## config.mk

```make
export PLATFORM = sky130hd
export DESIGN_NAME = uart_frame_parser_flat
export DESIGN_NICKNAME = d
export VERILOG_FILES = /design/src/rtl/uart_frame_parser_if.sv /design/src/rtl/uart_frame_parser.sv /design/src/flat_wrapper.sv
export SDC_FILE = /design/constraint.sdc
export NUM_CORES = 1
export LEC_CHECK = 0
export CAP_MARGIN = 20
export CORE_MARGIN = 2
export CORE_UTILIZATION = 60
export CTS_CLUSTER_SIZE = 40
export DETAILED_ROUTE_END_ITERATION = 6
export GPL_TIMING_DRIVEN = 0
export PLACE_DENSITY = 0.9
export SLEW_MARGIN = 20
export SYNTH_ARGS = -nofsm -noshare
export SYNTH_HDL_FRONTEND = slang
export SYNTH_SLANG_ARGS = --single-unit
```

## constraint.sdc

```tcl
create_clock -name clk -period 2.71 [get_ports clk]
set_input_delay 0.271 -clock clk [delete_from_list [all_inputs] [get_ports clk]]
set_output_delay 0.271 -clock clk [all_outputs]
set_load 0.01 [all_outputs]
```

## src/rtl/uart_frame_parser_if.sv

```systemverilog
// Signal bundle between the UART byte receiver, the frame parser and the
// command-execution consumer of the released payload stream.
interface uart_frame_parser_if;
    logic [7:0] rx_data;
    logic       rx_done;
    logic [7:0] out_data;
    logic       out_valid;
    logic       out_ready;
    logic       out_last;
    logic [7:0] out_cmd;
    logic [7:0] out_len;
    logic       frame_err;
    logic [1:0] err_code;
    logic       busy;
    logic [7:0] drop_cnt;

    modport master (
        output rx_data, rx_done, out_ready,
        input  out_data, out_valid, out_last, out_cmd, out_len,
        input  frame_err, err_code, busy, drop_cnt
    );

    modport slave (
        input  rx_data, rx_done, out_ready,
        output out_data, out_valid, out_last, out_cmd, out_len,
        output frame_err, err_code, busy, drop_cnt
    );
endinterface

```

## src/rtl/uart_frame_parser.sv

```systemverilog
// Assembles 55 AA LEN CMD payload CHK frames from a UART byte stream, checks the
// XOR checksum and releases the buffered payload on a valid/ready stream.
module uart_frame_parser #(
    parameter int unsigned MAX_LEN     = 16,
    parameter int unsigned TIMEOUT_CYC = 104160
) (
    input logic                clk,
    input logic                rst,
    uart_frame_parser_if.slave bus
);
    localparam int unsigned IdxW    = (MAX_LEN > 1) ? $clog2(MAX_LEN) : 1;
    localparam logic [31:0] TmoLast = 32'(TIMEOUT_CYC - 1);

    typedef enum logic [2:0] {
        StIdle, StSync2, StLen, StCmd, StPayload, StChk, StDrain
    } state_e;

    state_e      state_q, state_d;
    logic [7:0]  len_q, len_d;
    logic [7:0]  cmd_q, cmd_d;
    logic [7:0]  chk_q, chk_d;
    logic [7:0]  wr_idx_q, wr_idx_d;
    logic [7:0]  rd_idx_q, rd_idx_d;
    logic [7:0]  rd_next;
    logic [31:0] tmo_q, tmo_d;
    logic [7:0]  out_data_q, out_data_d;
    logic [7:0]  out_cmd_q, out_cmd_d;
    logic [7:0]  out_len_q, out_len_d;
    logic [7:0]  drop_cnt_q, drop_cnt_d;
    logic        out_valid_q, out_valid_d;
    logic        out_last_q, out_last_d;
    logic        frame_err_q, frame_err_d;
    logic [1:0]  err_code_q, err_code_d;
    logic        buf_we;
    logic [7:0]  buf_q [MAX_LEN];

    always_comb begin
        state_d     = state_q;
        len_d       = len_q;
        cmd_d       = cmd_q;
        chk_d       = chk_q;
        wr_idx_d    = wr_idx_q;
        rd_idx_d    = rd_idx_q;
        tmo_d       = '0;
        out_data_d  = out_data_q;
        out_cmd_d   = out_cmd_q;
        out_len_d   = out_len_q;
        drop_cnt_d  = drop_cnt_q;
        out_valid_d = out_valid_q;
        out_last_d  = out_last_q;
        frame_err_d = 1'b0;
        err_code_d  = err_code_q;
        buf_we      = 1'b0;
        rd_next     = rd_idx_q + 8'd1;

        // A strobe in the expiry cycle takes the byte path below instead.
        if (state_q != StIdle && state_q != StDrain && !bus.rx_done) begin
            if (tmo_q == TmoLast) begin
                frame_err_d = 1'b1;
                err_code_d  = 2'd3;
                state_d     = StIdle;
            end else begin
                tmo_d = tmo_q + 32'd1;
            end
        end

        if (bus.rx_done) begin
            unique case (state_q)
                StIdle: begin
                    if (bus.rx_data == 8'h55) state_d = StSync2;
                end
                StSync2: begin
                    if (bus.rx_data == 8'hAA)      state_d = StLen;
                    else if (bus.rx_data != 8'h55) state_d = StIdle;
                end
                StLen: begin
                    if (bus.rx_data == 8'd0 || 32'(bus.rx_data) > MAX_LEN) begin
                        frame_err_d = 1'b1;
                        err_code_d  = 2'd2;
                        state_d     = StIdle;
                    end else begin
                        len_d    = bus.rx_data;
                        chk_d    = bus.rx_data;
                        wr_idx_d = 8'd0;
                        state_d  = StCmd;
                    end
                end
                StCmd: begin
                    cmd_d   = bus.rx_data;
                    chk_d   = chk_q ^ bus.rx_data;
                    state_d = StPayload;
                end
                StPayload: begin
                    buf_we   = 1'b1;
                    chk_d    = chk_q ^ bus.rx_data;
                    wr_idx_d = wr_idx_q + 8'd1;
                    if (wr_idx_q == len_q - 8'd1) state_d = StChk;
                end
                StChk: begin
                    if (bus.rx_data == chk_q) begin
                        out_cmd_d   = cmd_q;
                        out_len_d   = len_q;
                        out_valid_d = 1'b1;
                        out_data_d  = buf_q[0];
                        out_last_d  = (len_q == 8'd1);
                        rd_idx_d    = 8'd0;
                        state_d     = StDrain;
                    end else begin
                        frame_err_d = 1'b1;
                        err_code_d  = 2'd1;
                        state_d     = StIdle;
                    end
                end
                StDrain: begin
                    if (drop_cnt_q != 8'hFF) drop_cnt_d = drop_cnt_q + 8'd1;
                end
                default: state_d = StIdle;
            endcase
        end

        // Next byte is loaded on the handshake itself so ready-high streams without bubbles.
        if (state_q == StDrain && out_valid_q && bus.out_ready) begin
            if (rd_idx_q == out_len_q - 8'd1) begin
                out_valid_d = 1'b0;
                out_last_d  = 1'b0;
                state_d     = StIdle;
            end else begin
                rd_idx_d   = rd_next;
                out_data_d = buf_q[rd_next[IdxW-1:0]];
                out_last_d = (rd_next == out_len_q - 8'd1);
            end
        end
    end

    always_ff @(posedge clk) begin
        if (rst) begin
            state_q     <= StIdle;
            len_q       <= 8'd0;
            cmd_q       <= 8'd0;
            chk_q       <= 8'd0;
            wr_idx_q    <= 8'd0;
            rd_idx_q    <= 8'd0;
            tmo_q       <= 32'd0;
            out_data_q  <= 8'd0;
            out_cmd_q   <= 8'd0;
            out_len_q   <= 8'd0;
            drop_cnt_q  <= 8'd0;
            out_valid_q <= 1'b0;
            out_last_q  <= 1'b0;
            frame_err_q <= 1'b0;
            err_code_q  <= 2'd0;
        end else begin
            state_q     <= state_d;
            len_q       <= len_d;
            cmd_q       <= cmd_d;
            chk_q       <= chk_d;
            wr_idx_q    <= wr_idx_d;
            rd_idx_q    <= rd_idx_d;
            tmo_q       <= tmo_d;
            out_data_q  <= out_data_d;
            out_cmd_q   <= out_cmd_d;
            out_len_q   <= out_len_d;
            drop_cnt_q  <= drop_cnt_d;
            out_valid_q <= out_valid_d;
            out_last_q  <= out_last_d;
            frame_err_q <= frame_err_d;
            err_code_q  <= err_code_d;
        end
    end

    always_ff @(posedge clk) begin
        if (buf_we) buf_q[wr_idx_q[IdxW-1:0]] <= bus.rx_data;
    end

    assign bus.out_data  = out_data_q;
    assign bus.out_valid = out_valid_q;
    assign bus.out_last  = out_last_q;
    assign bus.out_cmd   = out_cmd_q;
    assign bus.out_len   = out_len_q;
    assign bus.frame_err = frame_err_q;
    assign bus.err_code  = err_code_q;
    assign bus.busy      = (state_q != StIdle);
    assign bus.drop_cnt  = drop_cnt_q;
endmodule

```

## src/flat_wrapper.sv

```systemverilog
// flat-port wrapper written by rule: the top's interface ports become plain ports
module uart_frame_parser_flat 
#(
    parameter int unsigned MAX_LEN     = 16,
    parameter int unsigned TIMEOUT_CYC = 104160
)
  (clk, rst, bus_rx_data, bus_rx_done, bus_out_ready, bus_out_data, bus_out_valid, bus_out_last, bus_out_cmd, bus_out_len, bus_frame_err, bus_err_code, bus_busy, bus_drop_cnt);
  uart_frame_parser_if bus_i ();
  input logic clk;
  input logic rst;
  input wire logic [$bits(bus_i.rx_data)-1:0] bus_rx_data;
  input wire logic [$bits(bus_i.rx_done)-1:0] bus_rx_done;
  input wire logic [$bits(bus_i.out_ready)-1:0] bus_out_ready;
  output wire logic [$bits(bus_i.out_data)-1:0] bus_out_data;
  output wire logic [$bits(bus_i.out_valid)-1:0] bus_out_valid;
  output wire logic [$bits(bus_i.out_last)-1:0] bus_out_last;
  output wire logic [$bits(bus_i.out_cmd)-1:0] bus_out_cmd;
  output wire logic [$bits(bus_i.out_len)-1:0] bus_out_len;
  output wire logic [$bits(bus_i.frame_err)-1:0] bus_frame_err;
  output wire logic [$bits(bus_i.err_code)-1:0] bus_err_code;
  output wire logic [$bits(bus_i.busy)-1:0] bus_busy;
  output wire logic [$bits(bus_i.drop_cnt)-1:0] bus_drop_cnt;
  assign bus_i.rx_data = bus_rx_data;
  assign bus_i.rx_done = bus_rx_done;
  assign bus_i.out_ready = bus_out_ready;
  assign bus_out_data = bus_i.out_data;
  assign bus_out_valid = bus_i.out_valid;
  assign bus_out_last = bus_i.out_last;
  assign bus_out_cmd = bus_i.out_cmd;
  assign bus_out_len = bus_i.out_len;
  assign bus_frame_err = bus_i.frame_err;
  assign bus_err_code = bus_i.err_code;
  assign bus_busy = bus_i.busy;
  assign bus_drop_cnt = bus_i.drop_cnt;
  uart_frame_parser #(.MAX_LEN(MAX_LEN), .TIMEOUT_CYC(TIMEOUT_CYC)) u_core (.clk(clk), .rst(rst), .bus(bus_i));
endmodule
```

==> impl_results.md <==
- Status: finished clean
- Clock transition at path regs: 0.06 ns
- Vias in the first global route: 7746
- Pwr/cell area: around 580 mW/mm²
- Yosys reg bits: 240
- Syn Area/Cell: approximately 12 µm²
- Critical Path Start: bus_rx_data[6]
- Synth async-reset ratio: 0%
- WS Path Type: primary input to flop
- Post-synthesis cell count: 897
- Crit end category: flop
- Routed Antenna Nets: 0
- Most frequent cells after synthesis: edfxtp_1 (128), dfxtp_1 (112), nor2_1 (107), nand2_1 (66)
- H-tree depth: 1
- Post-synthesis sequential area ratio: 56.2%
- Max-cap check violation count: 0
- CP arrival: slightly above 3 ns
- Hold crit path type: primary input to flop
- Dominant synthesized flop cell: edfxtp_1
- Tmin final: 2.66 ns
- Remaining Overflow, GRT: 0
- Most frequent cell after synthesis: edfxtp_1
- Gr usage total: 27.5%
- Worst skew pair latency: 0.53 ns
- Critical path launch point type: primary input
- Worst Setup EP: u_core.bus.out_data[5]
- Synth unique cells: slightly above 60
- Initial Util: 60.7%
- Largest net degree at the start of global routing: 24
- First-pass GRT wire length: 42.0 mm
- Reg2Reg Capture Point: u_core.bus.out_data[1]
- Detailed-route via count: 7816
- Critical Path Fanout Max: 17
- Pleak: ~0.004 µW
- DIE AREA: 0.0191 mm²
- # nets final: around 990
- DRT iter0 DRCs: approximately 990
- Share of cells above drive strength 1: 14.6%
- Post-Syn Area: 0.0108 mm²
- Worst reg2reg path startpoint: u_core.rd_idx_q[1]
- Tcrit/Tclk final: 98.0%
- Synthesized net count: 919
- WL/cell: roughly 22 µm
- Drt pass-1 iters: 6
- Post-synth top area share: 35.5%
- Dpl hpwl: 16.8 mm
- Hold buffer count at CTS: 0
- Post-synth EDFFs: about 130
- Flop2flop setup slack: roughly 0.10 ns
- Largest register FFs: 128
- CTS tree: done
- Num CTS Buffers: 24
- CTS Buffer Depth: 3
- Core area: 0.0178 mm²
- Clock Skew: 0.0185 ns
- Ant diodes: 0
- Final Setup Violations: 0
- Chip Width: 138 µm
- Worst Tran Pin Value: 1.12 ns
- Die Height: 138 µm
- Initial antenna violation count: 0
- Vias/cell: 6.42
- WL final: 26.8 mm
- R2R cell count: 8
- Yosys warnings: 0
- Slew Limit Fails: 0
- Clock sink total: 240
- Final Util: 69.8%
- Synth area leader: edfxtp_1
- Slew HR: between 20% and 30%
- Root Buffer: clkbuf_16
- Maximum clock frequency: 0.376 GHz
- Finished Cell Area: between 0.01 and 0.015 mm²
- Area Overhead vs Synth: 15.1%
- Drt drc: 0
- GPL Wtd Cong: 0.946
- Port Buf Inserts: 47
- I/O pins: 50
- Worst vdd ir: approximately 0.40 mV
- Critical Path RT: 3.10 ns
- Final hold violations: 0
- RSZ-0062 raised after global routing: no
- Row count: 49
- Placed cell area: between 0.01 and 0.015 mm²
- # fillers: approximately 1100
- Top cells by area, synth: edfxtp_1 (35%), dfxtp_1 (21%), mux4_2 (8.3%)
## cell usage in the layout, fill, tap and decap left out, types with 7 or more instances in the layout
cell,netlist,routed
edfxtp_1,128,128
dfxtp_1,112,111
nor2_1,107,99
nand2_1,66,66
xor2_1,40,40
xnor2_1,40,40
mux4_2,40,40
clkdlybuf4s50_1,0,39
a21oi_1,31,31
mux2i_1,31,31
clkbuf_1,25,30
o21ai_0,31,30
clkbuf_16,0,25
nand3_1,18,18
nand4_1,18,18
inv_1,16,16
nand2b_1,15,15
and3_1,13,13
nor3_1,18,13
or3_1,12,12
nor4_1,10,10
ha_1,10,10
nor2b_1,9,9
a22oi_1,9,9
nor2_2,0,8
buf_2,12,8
mux2_2,8,8
buf_4,5,7
## layout make-up
type | instances | area (µm²) | area share (%)
multi-input cells | 595 | 4510 | 36.2
clock inverters | 10 | 114 | 0.914
repair buffers | 49 | 485 | 3.90
plain buffers | 46 | 264 | 2.12
flip-flops and latches | 240 | 6090 | 48.9
clock buffers | 32 | 652 | 5.23
inverters | 16 | 60.1 | 0.482
well taps | 229 | 287 | 2.30
## report_power, final
part           total [µW]  leakage, µW  switching (µW)  internal, µW
clock                3270     0.000375            1380          1890
combinational         121      0.00167            96.9          24.0
sequential           3820      0.00205          0.0500          3820
total                7210      0.00409            1480          5730
## what timing repair did
item | 4_1_cts | 5_1_grt
setup endpoints to repair | 65 | 128
pin swaps | 1 | 0
resized for setup | 20 | 19
buffers inserted | 2 | 0
## per-layer routing
| metal | vias to the layer above | part of all wire (%) | global-route usage (%) |
|---|---|---|---|
| met3 | 110 | 9.0 | 4.88 |
| li1 | 3413 | - | - |
| met2 | 511 | 48 | 45.1 |
| met5 | - | 0 | 0 |
| met1 | 3782 | 38 | 36.7 |
| met4 | 0 | 4.3 | 11.5 |
## critical path, cell delays in order
cell	delay, ns
clkdlybuf4s15_1	0.62
clkbuf_1	0.45
xnor2_1	0.20
nand4_1	0.23
nor3_4	0.28
buf_12	0.14
buf_2	0.24
mux2_2	0.36
mux2i_1	0.16
nor2_1	0.06
## worst min-delay path by stage
stage                    endpoint  slack [ns]       startpoint  cells after the start
2_1_floorplan  u_core.buf_q[0][0]        0.37   bus_rx_data[0]                      0
3_3_place_gp      u_core.tmo_q[0]        0.44  u_core.tmo_q[0]                      1
3_5_place_dp      u_core.tmo_q[0]        0.45  u_core.tmo_q[0]                      1
4_1_cts         u_core.state_q[1]        0.09      bus_rx_done                      3
5_1_grt         u_core.state_q[1]        0.13      bus_rx_done                      3
6_report        u_core.state_q[1]        0.12      bus_rx_done                      3
## per-stage QoR
stage | hold WS, ns | instances | total power [µW] | setup WS, ns | TNS [ns]
final | 0.116 | 1217 | 7210 | 0.0529 | 0
after global routing | 0.131 | 1217 | 7340 | 0.00190 | 0
after detailed placement | 0.448 | 1173 | 4020 | -0.943 | -35.75
after CTS | 0.0942 | 1217 | 7210 | -0.0109 | -0.0320
after global placement | 0.440 | 1173 | 4020 | -0.883 | -36.90
after floorplan | 0.370 | 897 | 3950 | 0.233 | 0
## kinds of logic after synthesis
kind of cell | after synthesis | synth area share (%)
mux | 79 | 12.0
xor+xnor | 82 | 6.77
flops | 240 | 56.2
simple gates | 327 | 15.5
buf+inv | 62 | 2.82
compound gates | 97 | 5.52
fa+ha+maj | 10 | 1.16
Note: power is estimated with default switching activity, not from simulation.
